[src/rtl/snake_body_pkg.sv]
// Shared snake game constants, direction encoding and tile stepping helpers.
// Used by both the body store and the segment walker.
package snake_body_pkg;

   localparam int GAME_WIDTH  = 18;
   localparam int GAME_HEIGHT = 13;
   localparam int IDX_W       = 5;

   typedef logic [1:0] dir_t;

   localparam dir_t DIR_UP    = 2'd0;
   localparam dir_t DIR_DOWN  = 2'd1;
   localparam dir_t DIR_LEFT  = 2'd2;
   localparam dir_t DIR_RIGHT = 2'd3;

   function automatic dir_t opposite(input dir_t d);
      return {d[1], ~d[0]};
   endfunction

   function automatic logic [4:0] step_x(input logic [4:0] x, input dir_t d);
      logic [4:0] r;
      r = x;
      case (d)
         DIR_LEFT:  r = x - 5'd1;
         DIR_RIGHT: r = x + 5'd1;
         default:   r = x;
      endcase
      return r;
   endfunction

   function automatic logic [3:0] step_y(input logic [3:0] y, input dir_t d);
      logic [3:0] r;
      r = y;
      case (d)
         DIR_UP:   r = y - 4'd1;
         DIR_DOWN: r = y + 4'd1;
         default:  r = y;
      endcase
      return r;
   endfunction

endpackage

[src/rtl/snake_walker.sv]
// Segment streamer: walks from the head tail-ward, one segment per cycle,
// accumulating position from the per-segment direction supplied by the body.
module snake_walker
   import snake_body_pkg::*;
(
   input  logic             clk,
   input  logic             rst,
   input  logic             start,
   input  logic [4:0]       head_x,
   input  logic [3:0]       head_y,
   input  logic [5:0]       length,
   input  dir_t             seg_dir,
   output logic             active,
   output logic             last,
   output logic [IDX_W-1:0] idx,
   output logic [4:0]       seg_x,
   output logic [3:0]       seg_y
);

   logic             active_q, active_d;
   logic [IDX_W-1:0] idx_q, idx_d;
   logic [4:0]       seg_x_q, seg_x_d;
   logic [3:0]       seg_y_q, seg_y_d;
   logic             at_tail;

   assign at_tail = ({1'b0, idx_q} == length - 6'd1);

   always_comb begin
      active_d = active_q;
      idx_d    = idx_q;
      seg_x_d  = seg_x_q;
      seg_y_d  = seg_y_q;
      if (start) begin
         active_d = 1'b1;
         idx_d    = '0;
         seg_x_d  = head_x;
         seg_y_d  = head_y;
      end else if (active_q) begin
         if (at_tail) begin
            active_d = 1'b0;
         end else begin
            idx_d   = idx_q + 1'b1;
            seg_x_d = step_x(seg_x_q, seg_dir);
            seg_y_d = step_y(seg_y_q, seg_dir);
         end
      end
   end

   always_ff @(posedge clk) begin
      if (rst) begin
         active_q <= 1'b0;
         idx_q    <= '0;
         seg_x_q  <= '0;
         seg_y_q  <= '0;
      end else begin
         active_q <= active_d;
         idx_q    <= idx_d;
         seg_x_q  <= seg_x_d;
         seg_y_q  <= seg_y_d;
      end
   end

   assign active = active_q;
   assign last   = active_q & at_tail;
   assign idx    = idx_q;
   assign seg_x  = seg_x_q;
   assign seg_y  = seg_y_q;

endmodule

[src/rtl/snake_body.sv]
// Snake body: head tile plus direction chain, step/grow handling,
// wall and self-collision detection, and head-to-tail segment streaming.
module snake_body
   import snake_body_pkg::*;
#(
   parameter int MAX_LEN = 32
) (
   input  logic       clk,
   input  logic       rst,
   input  logic       game_rst,
   input  logic       step,
   input  logic [1:0] step_dir,
   input  logic       grow,
   input  logic       stream_start,
   output logic [4:0] head_x,
   output logic [3:0] head_y,
   output logic [4:0] snake_x,
   output logic [3:0] snake_y,
   output logic [1:0] snake_dir,
   output logic       snake_first,
   output logic       snake_last,
   output logic       snake_valid,
   output logic [5:0] length,
   output logic       failure,
   output logic       success
);

   localparam int NDIR = MAX_LEN - 1;

   logic             clr;
   logic [4:0]       head_x_q, head_x_d;
   logic [3:0]       head_y_q, head_y_d;
   logic [5:0]       length_q, length_d;
   dir_t             dirs_q [NDIR];
   dir_t             dirs_d [NDIR];
   logic             failure_q, failure_d;
   logic             success_q, success_d;
   logic             pend_q, pend_d;
   dir_t             pend_dir_q, pend_dir_d;
   logic             pend_grow_q, pend_grow_d;

   logic             walk_active, walk_last;
   logic [IDX_W-1:0] walk_idx;
   logic [4:0]       walk_x;
   logic [3:0]       walk_y;
   dir_t             seg_dir;

   logic             busy, cmd_vld, cmd_grow;
   dir_t             cmd_dir, eff_dir;
   logic [4:0]       nx;
   logic [3:0]       ny;

   assign clr = rst | game_rst;

   snake_walker u_walker (
      .clk     (clk),
      .rst     (clr),
      .start   (stream_start),
      .head_x  (head_x_q),
      .head_y  (head_y_q),
      .length  (length_q),
      .seg_dir (seg_dir),
      .active  (walk_active),
      .last    (walk_last),
      .idx     (walk_idx),
      .seg_x   (walk_x),
      .seg_y   (walk_y)
   );

   always_comb begin
      seg_dir = DIR_UP;
      for (int i = 0; i < NDIR; i++)
         if (walk_idx == IDX_W'(i)) seg_dir = dirs_q[i];
   end

   // A newer step replaces whatever is pending.
   assign busy     = walk_active | stream_start;
   assign cmd_vld  = step | pend_q;
   assign cmd_dir  = step ? step_dir : pend_dir_q;
   assign cmd_grow = step ? grow : pend_grow_q;
   assign eff_dir  = (cmd_dir == dirs_q[0]) ? opposite(dirs_q[0]) : cmd_dir;
   assign nx       = step_x(head_x_q, eff_dir);
   assign ny       = step_y(head_y_q, eff_dir);

   always_comb begin
      head_x_d    = head_x_q;
      head_y_d    = head_y_q;
      length_d    = length_q;
      dirs_d      = dirs_q;
      failure_d   = failure_q;
      success_d   = success_q;
      pend_d      = pend_q;
      pend_dir_d  = pend_dir_q;
      pend_grow_d = pend_grow_q;
      if (busy) begin
         if (step) begin
            pend_d      = 1'b1;
            pend_dir_d  = step_dir;
            pend_grow_d = grow;
         end
      end else begin
         pend_d = 1'b0;
         if (cmd_vld && !failure_q && !success_q) begin
            head_x_d = nx;
            head_y_d = ny;
            for (int i = NDIR - 1; i > 0; i--)
               dirs_d[i] = dirs_q[i-1];
            dirs_d[0] = opposite(eff_dir);
            if (cmd_grow && length_q != 6'(MAX_LEN))
               length_d = length_q + 6'd1;
            if (cmd_grow && length_q == 6'(MAX_LEN - 1))
               success_d = 1'b1;
            if (nx == 5'd0 || nx == 5'(GAME_WIDTH + 1) ||
                ny == 4'd0 || ny == 4'(GAME_HEIGHT + 1))
               failure_d = 1'b1;
         end
      end
      if (walk_active && walk_idx != '0 &&
          walk_x == head_x_q && walk_y == head_y_q)
         failure_d = 1'b1;
   end

   always_ff @(posedge clk) begin
      if (clr) begin
         head_x_q    <= 5'd4;
         head_y_q    <= 4'd7;
         length_q    <= 6'd3;
         for (int i = 0; i < NDIR; i++)
            dirs_q[i] <= DIR_LEFT;
         failure_q   <= 1'b0;
         success_q   <= 1'b0;
         pend_q      <= 1'b0;
         pend_dir_q  <= DIR_UP;
         pend_grow_q <= 1'b0;
      end else begin
         head_x_q    <= head_x_d;
         head_y_q    <= head_y_d;
         length_q    <= length_d;
         dirs_q      <= dirs_d;
         failure_q   <= failure_d;
         success_q   <= success_d;
         pend_q      <= pend_d;
         pend_dir_q  <= pend_dir_d;
         pend_grow_q <= pend_grow_d;
      end
   end

   assign head_x      = head_x_q;
   assign head_y      = head_y_q;
   assign length      = length_q;
   assign failure     = failure_q;
   assign success     = success_q;
   assign snake_valid = walk_active;
   assign snake_x     = walk_active ? walk_x : 5'd0;
   assign snake_y     = walk_active ? walk_y : 4'd0;
   assign snake_dir   = walk_active ? seg_dir : DIR_UP;
   assign snake_first = walk_active & (walk_idx == '0);
   assign snake_last  = walk_last;

endmodule

[config.mk]
export PLATFORM = sky130hd
export DESIGN_NAME = snake_body
export DESIGN_NICKNAME = d
export VERILOG_FILES = /design/src/rtl/snake_body_pkg.sv /design/src/rtl/snake_walker.sv /design/src/rtl/snake_body.sv
export SDC_FILE = /design/constraint.sdc
export NUM_CORES = 1
export LEC_CHECK = 0
export BUFFER_PORTS_ARGS = -buffer_cell sky130_fd_sc_hd__buf_2
export CORE_MARGIN = 2
export CORE_UTILIZATION = 30
export CTS_CLUSTER_DIAMETER = 200
export DETAILED_ROUTE_END_ITERATION = 10
export PLACE_DENSITY_LB_ADDON = 0.12
export SETUP_SLACK_MARGIN = 0.4
export SLEW_MARGIN = 20
export SYNTH_ARGS = -nofsm -noshare
export SYNTH_HDL_FRONTEND = slang
export SYNTH_SLANG_ARGS = --single-unit
export TNS_END_PERCENT = 20
[constraint.sdc]
create_clock -name clk -period 9.3 [get_ports clk]
set_clock_uncertainty 0.2 [all_clocks]
set_input_delay 0.93 -clock clk [delete_from_list [all_inputs] [get_ports clk]]
set_output_delay 0.93 -clock clk [all_outputs]
set_load 0.05 [all_outputs]
### Word-level counts from Yosys, hierarchy flattened

Cells that the tools add are included.

* input port bits: 8
* word-level logic and storage cells: 195
* flip-flop bits (word level): 98

* muxes and demuxes: 54
* eq/ne operators: 46
* $add $sub $neg: 11
* bitwise logic cells: 9
* reductions and logical operators: 32

Operators by type and width (number)
* == test 5 bit, second input constant: 16
* 2-to-1 mux 2 bit: 34
* == test 5 x 4 -> 1 bit, second input constant: 8
* == test 5 x 3 -> 1 bit, second input constant: 4
* 2-to-1 mux 5 bit: 4
* one-hot mux 5 bit (2 select lines): 2
* 2-to-1 mux 4 bit: 4
* one-hot mux 4 bit (2 select lines): 2
* adder 5 x 1 -> 5 bit, second input constant: 3
* AND reduction 3 bit: 5
* == test 5 x 2 -> 1 bit, second input constant: 2
* logical NOT 5 bit: 2
* subtractor 5 x 1 -> 5 bit, second input constant: 2
* adder 4 x 1 -> 4 bit, second input constant: 2
* == test 2 bit, second input constant: 4
* 2-to-1 mux 1 bit: 8
* subtractor 4 x 1 -> 4 bit, second input constant: 2
* logical AND 1 bit: 7
* adder 6 x 1 -> 6 bit, second input constant: 1
* == test 5 x 6 -> 1 bit: 1
* == test 6 x 5 -> 1 bit, second input constant: 1
* != test 6 bit, second input constant: 1
* nonzero test 2 bit: 3
* nonzero test 3 bit: 2
* other kinds (19): 32

### Logic depth before layout (Yosys ltp)

Gate-level depths: netlist of run 1.

* word-level depth: 37
* mapped depth: 16
* gate-level depth less buffers: 16

### Modules after synthesis

From an unflattened synthesis of run 1, not the netlist that was laid out.

* cells, all modules: 712
* area, all modules: 5610.4 um^2

Modules (own cells, without submodules)
* snake_body: seq. area each 1661.6 um^2, cells an instance 589, instances 1, area each 4543.1 um^2
* snake_walker: seq. area each 300.3 um^2, cells an instance 123, instances 1, area each 1067.3 um^2

### Worst setup path after synthesis of run 1

No wires, ideal clock.

* path type: input port to flip-flop
* from: in step
* to: reg failure_q (netlist: failure)
* arrival: 3705 ps
* cell stages on the path: 14
* path buffers: 1
* path slack: 5321 ps
* path through: clkbuf_1 > mux2i_1 > xnor2_1 > mux2i_1 > nand2_1 > fa_1 > a21o_1 > a21oi_1 > xnor2_1 > nor2_1 > xnor2_1 > a21oi_1 > nand4b_1 > a31oi_1

* word-level cells in the longest chain between the ends: 11
* elaborated cells on any way between the ends: 22
* classes of those cells: eq/ne: 6; mux: 4; bitwise: 1; reduce/logical: 11

RTL lines
* start, declared: RTL line snake_body.sv:11 `input logic step,`
* 2-to-1 mux 2 bit
* == test 2 bit: RTL line snake_body.sv:81 `assign eff_dir = (cmd_dir == dirs_q[0]) ? opposite(dirs_q[0]) : cmd_dir;`
* 2-to-1 mux 2 bit: RTL line snake_body.sv:81
* == test 2 bit: RTL line snake_body_pkg.sv:23 `case (d)`
* one-hot mux 5 bit (2 select lines): RTL line snake_body_pkg.sv:23
* == test 5 bit / logical NOT 5 bit (equally long branches): RTL line snake_body.sv:113 `if (nx == 5'd0 || nx == 5'(GAME_WIDTH + 1) ||`
* logical OR 1 bit (2 in series): RTL line snake_body.sv:113
* logical OR 1 bit: RTL line snake_body.sv:114 `ny == 4'd0 || ny == 4'(GAME_HEIGHT + 1))`
* nonzero test 2 bit (no source line)
* AND reduction 3 bit (no source line) *
* end signal, assigned: RTL line snake_body.sv:140 `failure_q <= failure_d;`
* end, declared: RTL line snake_body.sv:36 `logic failure_q, failure_d;`

Every way passes the cells marked *; elsewhere a longest branch is shown, timed or not.
A chain may end at the register's enable or synchronous reset.

### Final worst setup path of run 1

* from: reg u_walker.idx_q[0] (netlist: u_walker.idx[0])
* to: out snake_dir[1]

* word-level cells in the longest chain between the ends: 33
* elaborated cells on any way between the ends: 63
* classes of those cells: eq/ne: 30; mux: 32; reduce/logical: 1

RTL lines
* start, declared: RTL line snake_walker.sv:21 `logic [IDX_W-1:0] idx_q, idx_d;`
* start signal, assigned: RTL line snake_walker.sv:57 `idx_q <= idx_d;`
* logical NOT 5 bit: RTL line snake_body.sv:73 `if (walk_idx == IDX_W'(i)) seg_dir = dirs_q[i];`
* 2-to-1 mux 2 bit (30 in series): RTL line snake_body.sv:73
* 2-to-1 mux 2 bit *: RTL line snake_body.sv:73
* 2-to-1 mux 2 bit *: RTL line snake_body.sv:156 `assign snake_dir = walk_active ? seg_dir : DIR_UP;`
* end, declared: RTL line snake_body.sv:19 `output logic [1:0] snake_dir,`

Marked as above.

==> impl_metrics.yaml, run 1 <==
logic_synthesis:
  yosys_warnings: 0
  synth.distinct_cells: 72
  yosysTopAreaCellShare_pct: 34.7
  synthArstFlopShare_pct: 0
  synth_top_area_cell: "dfxtp_1"
  syn_area_um2: 5650
  synth_cells: 744
  synth-seq-area-share_pct: 34.7
  synth_area_per_cell_um2: 7.60
  synthFlopType: "dfxtp_1"
  synthTopCellsByArea: "dfxtp_1 (35%), nand2_1 (11%), a21oi_1 (5.6%)"
  synth_edf_count: 0
  ys_seq_elements: 98
  synthesis.nets: 771
final_layout:
  fill_cells: 2004
  insertedDiodeCount: 0
  stdcell_count: 985
  area_growth_pct: 10.1
  layout.nets: 775
  fin_area_um2: 6230
  drive_gt1_share_pct: 9.32
grt:
  grt_pass1_wl_um: 26400
  grtUsageTotal_pct: 16.4
  antenna_found_initial: 0
  grt_pass1_vias: 4881
  grt_max_degree: 75
  grt_overflow: 0
cts:
  ctsResizeCount: 0
  htreeDepth: 3
  cts_buffers: 9
  holdBufCountCts: 0
  clock_latency_ps: 350
  cts_setup_buffers: 0
  root_buffer: "clkbuf_16"
  cts_tree: "yes"
  clk_path_buf_depth: 2
  clk_pin_slew_ps: 60
  cts.sinks: 98
sta:
  setup_tns_ps: 0
  whs_ps: 260
  max_freq_mhz: 200
  hold_violations: 0
  finalCritPeriodShare_pct: 53.7
  setup_slack_ps: 4300
  max_slew_margin_pct: 38.9
  rsz0062_at_grt: "no"
  final_max_slew_viol_count: 0
  tightest_slew_ps: 915
  fin_crit_ps: 5000
  setup_viol: 0
detailed_routing:
  drtAntennaViolNets: 0
  firstDrtPassIters: 5
  post-route-drc-count: 0
  viasPerCell: 5.26
  finalWirelength_um: 16000
  wl_per_cell_um: 16.2
  routed-wl-met2_um: 7300
  initialDrtViolationCount: 386
  wl_met1_um: 7930
  top_layer_used: "met4"
  num_vias: 5184
  routed-wl-met3_um: 537
worst_setup_path:
  cp.required_ps: 8170
  worstSetupStartpointType: "flip-flop"
  end_kind: "output port"
  crit_buf_inv: 2
  crit_family: "adder cells"
  critPathMaxFanout: 25
  worstReg2RegEnd: "u_walker.seg_x[3]"
  ff2ff_setup_slack_ps: 4560
  critical_path_class: "reg2out"
  path_cells: "ha_1, inv_1, nor2_1, ha_1, nand2b_1, and3_1, a221o_1, o21ai_2, nand2_1, and2_1, buf_2"
  critical_path.max_stage_delay_ps: 790
  cp_common_cell: "ha_1"
  worst_r2r_path_depth: 15
  critPathSlowestCell: "ha_1"
  worst_r2r_startpoint: "u_walker.idx[0]"
  arrival_ps: 3870
min_path:
  hold_depth: 2
  min_from: "pend_grow_q"
  hp-class: "reg2reg"
  min_to: "pend_grow_q"
run:
  cap_violations: 0
floorplan:
  die_width_um: 141
  fp-row-count: 50
  core-area_um2: 18600
  die_area_um2: 20000
  io_pins: 39
  die_h_um: 141
  initial_utilization_pct: 30.4
power:
  power_density_nw_per_um2: 143
  leakagePower_uw: 0.00239
  vdd_ir_drop_max_uv: 87.5
place:
  dp.cells: 971
  place_hpwl_um: 10700
  portBuffers: 38
  pre_cts_ws_ps: 4490
  gp_congestion: 0.829
  dpl_cell_area_um2: 5970
status:
  status: "completed"
[per-stage QoR]
step	total power [uW]	util (%)
6_report	892	33.5
5_1_grt	937	33.5
4_1_cts	906	33.5
3_5_place_dp	561	32.1
3_3_place_gp	559	32.1
2_1_floorplan	534	-
[synth_stat cells, types with 3 or more instances]
cell,instances
nor3b_1,4
or3_1,3
nand2b_1,7
xor2_1,17
nand3_1,46
nor4b_1,3
ha_1,17
o22ai_1,3
mux2i_1,7
a22oi_1,3
a221o_1,4
a31oi_1,9
and3_1,6
a221oi_1,3
a211oi_1,13
o21ai_0,22
nor2b_1,8
buf_2,12
nor4bb_1,3
inv_1,18
xnor2_1,21
and2_1,14
nor3_1,11
dfxtp_1,98
o211ai_1,10
a21o_1,4
o2111ai_1,3
nand4_1,4
a21oi_1,63
nand3b_1,3
a211o_1,6
nor2_1,40
clkbuf_1,36
nand2_1,172
[cell families (layout without fill, tap and decap cells)]
| group | Yosys count | count (layout) | synth area share, % |
|---|---|---|---|
| AO/OA/AOI/OAI | 171 | 171 | 20.3 |
| XOR/XNOR | 38 | 38 | 5.89 |
| adder cells (fa/ha/maj) | 19 | 19 | 4.47 |
| buffers and inverters | 71 | 78 | 5.38 |
| flip-flops | 98 | 98 | 34.7 |
| multiplexers | 8 | 8 | 1.44 |
| AND/OR/NAND/NOR | 339 | 339 | 27.8 |
[routing by layer]
layer  vias up  GRT usage (%)
li1       2601              -
met5         -              0
met4         0           3.89
met2       103           26.4
met3        13           2.87
met1      2467           22.9
[sequential cells by signal (all words and copies together), names as in the netlist]
register / cells
pend_q: 1
u_walker.active: 1
length: 6
u_walker.seg_y: 4
pend_dir_q: 2
u_walker.idx: 5
pend_grow_q: 1
u_walker.seg_x: 5
failure: 1
head_x: 5
dirs_q: 62
success: 1
head_y: 4
[tightest hold or removal path: cells and delay by family (launching register included)]
kind | cells | cell delay [ps]
AO/OA/AOI/OAI | 1 | 50
AND/OR/NAND/NOR | 1 | 50
flip-flops | 1 | 310
[how the worst max path moves through the flow]
| stage | from | to | slack, ps | cells past startpoint |
|---|---|---|---|---|
| detailed placement | step | failure | 4490 | 14 |
| finish | u_walker.idx[0] | snake_dir[1] | 4300 | 11 |
| CTS | u_walker.idx[0] | snake_dir[1] | 4270 | 11 |
| floorplan | step | failure | 5320 | 14 |
| global placement | step | failure | 4630 | 14 |
| global route | u_walker.idx[0] | snake_dir[1] | 3950 | 11 |
[placed cells by master, fill, tap and decap left out, drive strengths merged, types with 13 or more instances in the layout]
master	netlist	routed
nand2	172	172
o21ai	23	23
xor2	17	17
and2	14	14
dfxtp	98	98
ha	17	17
clkbuf	36	14
buf	16	45
a21oi	63	63
inv	19	19
xnor2	21	21
nor2	40	40
nand3	46	46
a211oi	13	13
[cell type report]
class                      instances  area, um2  area share, %
multi-input combinational        575       3400           54.7
sequential                        98       1960           31.5
tap                              234        293           4.70
clock buffer                      14        254           4.08
timing repair buffer              45        243           3.90
inverter                          19       71.3           1.15
[power breakdown]
group | internal (uW) | switching [uW]
logic | 38.0 | 72.0
clock network | 186 | 155
registers | 428 | 12.5
total | 653 | 239
(Power assumes the default switching activity.)
==> run 2: changes to the inputs <==
- clock period: 9.3 -> 4.45 ns (I/O delays scaled with it)
==> run 2 against run 1 <==
Compared with the run above:
- non-clock buffer count is 16 higher
- final area is 4.1% higher
- flip-flop and latch count unchanged
- clock-buffer cell count decreased by 4
- sequential share of layout area shrank 1.2 points
- via count grew 1.8%
- largest cell class unchanged
==> impl_metrics.yaml, run 2 (synthesized netlist as in run 1, its figures left out) <==
final_layout:
  utilization_pct: 34.9
  regArea_um2: 1960
  layout.nets: 791
  insertedDiodeCount: 0
  drive_gt1_share_pct: 12.9
  multi_input_area_um2: 3440
  area_growth_pct: 14.6
  final_common_cell: "nand2_1"
  regMostFlops: "dirs_q"
  fill_cells: 1963
  final_cell_mix: "nand2_1 (172), dfxtp_1 (97), a21oi_1 (63)"
  largest_reg_flops: 62
  fin_area_um2: 6480
worst_setup_path:
  ff2ff_setup_slack_ps: 640
  end_kind: "flip-flop"
  worstReg2RegEnd: "u_walker.seg_y[3]"
  critPathMaxFanout: 11
  worst_r2r_path_depth: 17
  arrival_ps: 3830
  worstSetupStartpointType: "flip-flop"
  critical_path_class: "reg2reg"
  cp.required_ps: 4480
  worst_r2r_startpoint: "u_walker.idx[0]"
power:
  vdd_ir_drop_max_uv: 186
  power_frac_clock_pct: 44.1
  leakagePower_uw: 0.00252
  power_frac_seq_pct: 44.3
  netSwitchingFraction_pct: 25.6
  switching_power_uw: 532
  power_density_nw_per_um2: 321
  comb_power_share_pct: 11.5
  p_int_uw: 1550
min_path:
  hp-class: "in2reg"
  hold_depth: 3
  min_to: "pend_grow_q"
  min_from: "grow"
place:
  portBuffers: 38
  place_hpwl_um: 11200
  gp_congestion: 0.830
  pre_cts_ws_ps: 349
  dpl_cell_area_um2: 6060
sta:
  max_slew_margin_pct: 47.4
  rsz0062_at_grt: "no"
  hold_violations: 0
  max_freq_mhz: 263
  setup_slack_ps: 644
  setup_viol: 0
  tightest_slew_ps: 787
  fin_crit_ps: 3810
  setup_tns_ps: 0
  whs_ps: 168
  final_max_slew_viol_count: 0
  finalCritPeriodShare_pct: 85.5
cts:
  root_buffer: "clkbuf_16"
  clk_path_buf_depth: 2
  htreeDepth: 3
  cts_tree: "yes"
  cts.sinks: 98
  clock_latency_ps: 360
  clk_pin_slew_ps: 70
  holdBufCountCts: 0
  cts_buffers: 9
grt:
  grt_pass1_wl_um: 26800
  grtUsageTotal_pct: 16.7
  grt_overflow: 0
  grt_max_degree: 74
  grt_pass1_vias: 5059
  antenna_found_initial: 0
detailed_routing:
  finalWirelength_um: 16100
  num_vias: 5277
  initialDrtViolationCount: 435
  post-route-drc-count: 0
  wl_per_cell_um: 16.1
  drtAntennaViolNets: 0
  firstDrtPassIters: 4
  viasPerCell: 5.26
floorplan:
  io_pins: 39
  die_area_um2: 20000
  die_h_um: 141
  die_width_um: 141
  fp-row-count: 50
  core-area_um2: 18600
  initial_utilization_pct: 30.4
status:
  status: "completed"
run:
  cap_violations: 0
## run 2: through the flow
step	instances	power, uW
3_5_place_dp	983	1180
3_3_place_gp	983	1170
6_report	1003	2080
5_1_grt	1003	2180
2_1_floorplan	744	1120
4_1_cts	1001	2110
## run 2: how the worst max path moves through the flow
stage | start | endpoint | slack (ps)
final | u_walker.idx[0] | u_walker.seg_y[3] | 640
after global routing | u_walker.idx[1] | u_walker.seg_y[3] | 400
after detailed placement | u_walker.idx[0] | u_walker.seg_x[3] | 350
after CTS | u_walker.idx[0] | u_walker.seg_y[3] | 350
after global placement | u_walker.idx[1] | u_walker.seg_x[3] | 470
after floorplan | u_walker.idx[0] | u_walker.seg_y[3] | 910
## run 2: final cells by class
cell class                      instances  share of cell area [%]
Sequential cell                        98                    30.3
Multi-Input combinational cell        575                    53.1
Clock inverter                          6                    1.74
Inverter                               19                    1.10
Tap cell                              234                    4.52
Timing Repair Buffer                   61                    5.60
Clock buffer                           10                    3.69
## run 2: power by group through the flow
stage	clock network, uW	registers [uW]	logic, uW
2_1_floorplan	0	942	175
3_3_place_gp	0	942	231
3_5_place_dp	0	942	236
4_1_cts	950	922	238
5_1_grt	982	925	269
6_report	918	922	240
## run 2: layer usage
metal	up-vias	track usage (%)	part of all wire, %
met1	2510	22.4	49
met3	25	3.10	3.2
li1	2640	-	-
met4	0	6.37	1.8
met2	102	26.8	47
met5	-	0	0
## run 2: repair_timing
item | 4_1_cts | 5_1_grt
setup endpoints to repair | 2 | 6
pin swaps | 0 | 1
setup buffers | 2 | 2
gates resized for setup | 0 | 10
## run 2: critical path, stage by stage, from the launching register on
cell and delay, ps:
dfxtp_2 370, ha_1 220, buf_4 170, inv_1 80, nor2_1 50, ha_1 240, nor4bb_1 290, a21oi_1 100
a22oi_1 210, nor4_2 70, a211o_2 410, nand3_1 150, ha_1 280, o21a_1 120, a311o_1 310, a21oi_1 180
xnor2_1 140, a21oi_1 80
==> run 3: changes to the inputs <==
- MAX_ROUTING_LAYER: default -> met4
==> run 3 against run 2 <==
Compared with the run above:
- final cell count unchanged
- utilization did not move
- via count is 0.23% higher
- clock-buffer cell count did not move
- maximum frequency decreased by 0.66%
- final area is the same
- setup slack worse by 25 ps
- flip-flop and latch count is the same
- register-to-register slack got worse by 30 ps
- total power barely moved
- largest power group unchanged
==> impl_metrics.yaml, run 3 (synthesized netlist as in run 1, its figures left out) <==
place:
  portBuffers: 38
  place_hpwl_um: 11200
  gp_congestion: 0.847
  dp.cells: 983
detailed_routing:
  firstDrtPassIters: 5
  viasPerCell: 5.27
  num_vias: 5289
  finalWirelength_um: 16100
  drtAntennaViolNets: 0
  initialDrtViolationCount: 462
  wl_per_cell_um: 16.1
  post-route-drc-count: 0
status:
  status: "completed"
cts:
  clock_latency_ps: 360
  cts_buffers: 9
  clk_pin_slew_ps: 70
  cts_tree: "yes"
  htreeDepth: 3
  clk_path_buf_depth: 2
  holdBufCountCts: 0
  root_buffer: "clkbuf_16"
  cts.sinks: 98
sta:
  whs_ps: 171
  max_slew_margin_pct: 47.0
  finalCritPeriodShare_pct: 86.1
  fin_crit_ps: 3830
  final_max_slew_viol_count: 0
  rsz0062_at_grt: "no"
  max_freq_mhz: 261
  tightest_slew_ps: 793
  setup_viol: 0
  hold_violations: 0
  setup_tns_ps: 0
power:
  leakagePower_uw: 0.00252
  power_density_nw_per_um2: 321
  vdd_ir_drop_max_uv: 186
  power.total_uw: 2080
worst_setup_path:
  arrival_ps: 3860
  critical_path.max_stage_delay_ps: 410
  critPathSlowestCell: "a211o_2"
  critical_path_class: "reg2reg"
  worstSetupStartpointType: "flip-flop"
  cp.required_ps: 4470
  end_kind: "flip-flop"
  path_cells: "ha_1, buf_4, inv_1, nor2_1, ha_1, nor4bb_1, a21oi_1, a22oi_1, nor4_2, a211o_2, nand3_1, ha_1, o21a_1, a311o_1, a21oi_1, xnor2_1, a21oi_1"
  critPathMaxFanout: 11
final_layout:
  final_cell_mix: "nand2_1 (172), dfxtp_1 (97), a21oi_1 (63)"
  drive_gt1_share_pct: 12.9
  area_growth_pct: 14.6
  insertedDiodeCount: 0
  fill_cells: 1963
  regMostFlops: "dirs_q"
  final_common_cell: "nand2_1"
  layout.nets: 791
  stdcell_count: 1003
  largest_reg_flops: 62
grt:
  grt_overflow: 0
  grt_pass1_vias: 5055
  grt_busiest_layer: "met2"
  grt.met3_usage_pct: 3.21
  antenna_found_initial: 0
  grtUsageTotal_pct: 17.2
  grt_use_met1_pct: 22.4
  met2_usage_pct: 26.7
  grt_max_degree: 74
  grt_pass1_wl_um: 26800
run:
  cap_violations: 0
floorplan:
  die_h_um: 141
  io_pins: 39
  die_area_um2: 20000
  die_width_um: 141
  fp-row-count: 50
  core-area_um2: 18600
  initial_utilization_pct: 30.4
min_path:
  hp-class: "in2reg"
[run 3: cell counts in the layout (fill, tap and decap cells not counted)]
Identical to the previous run, type by type.
[run 3: cell type report]
type                            count  area (um2)  share of cell area, %
Clock buffer                       10         239                   3.69
Clock inverter                      6         113                   1.74
Inverter                           19        71.3                   1.10
Multi-Input combinational cell    575        3440                   53.1
Sequential cell                    98        1960                   30.3
Tap cell                          234         293                   4.52
Timing Repair Buffer               61         363                   5.60
[run 3: through the flow]
stage / setup WS (ps) / area [um2] / util (%)
global route: 403 / 6480 / 34.9
detailed placement: 349 / 6060 / 32.6
CTS: 346 / 6430 / 34.6
floorplan: 910 / 5650 / -
global placement: 473 / 6060 / 32.6
finish: 619 / 6480 / 34.9
[run 3: per-layer routing]
metal / part of all wire [%] / vias up
met2: 47 / 97
met4: 1.6 / 0
li1: - / 2640
met1: 48 / 2529
met3: 3.1 / 23
met5: 0 / -
[run 3: report_power, final]
part           internal, uW  switching [uW]
sequential              895            27.1
combinational          85.9             154
clock                   567             350
[run 3: worst paths after layout]
check	startpoint	end	slack, ps	cells after the start
max	u_walker.idx[0]	u_walker.seg_y[3]	620	17
min	grow	pend_grow_q	170	3
max reg2reg	u_walker.idx[0]	u_walker.seg_y[3]	620	17
min reg2reg	pend_grow_q	pend_grow_q	260	2
[run 3: worst max-delay path, delay by kind of cell (launching register included)]
family | cells | cell delay, ps
compound gates | 7 | 1420
fa+ha+maj | 3 | 740
simple gates | 4 | 580
flops | 1 | 370
buf+inv | 2 | 250
xor+xnor | 1 | 140
[run 3: what timing repair did]
action,in CTS,in global routing
buffers inserted,2,2
pin swaps,0,1
setup endpoints to repair,2,6
gates resized for setup,0,10
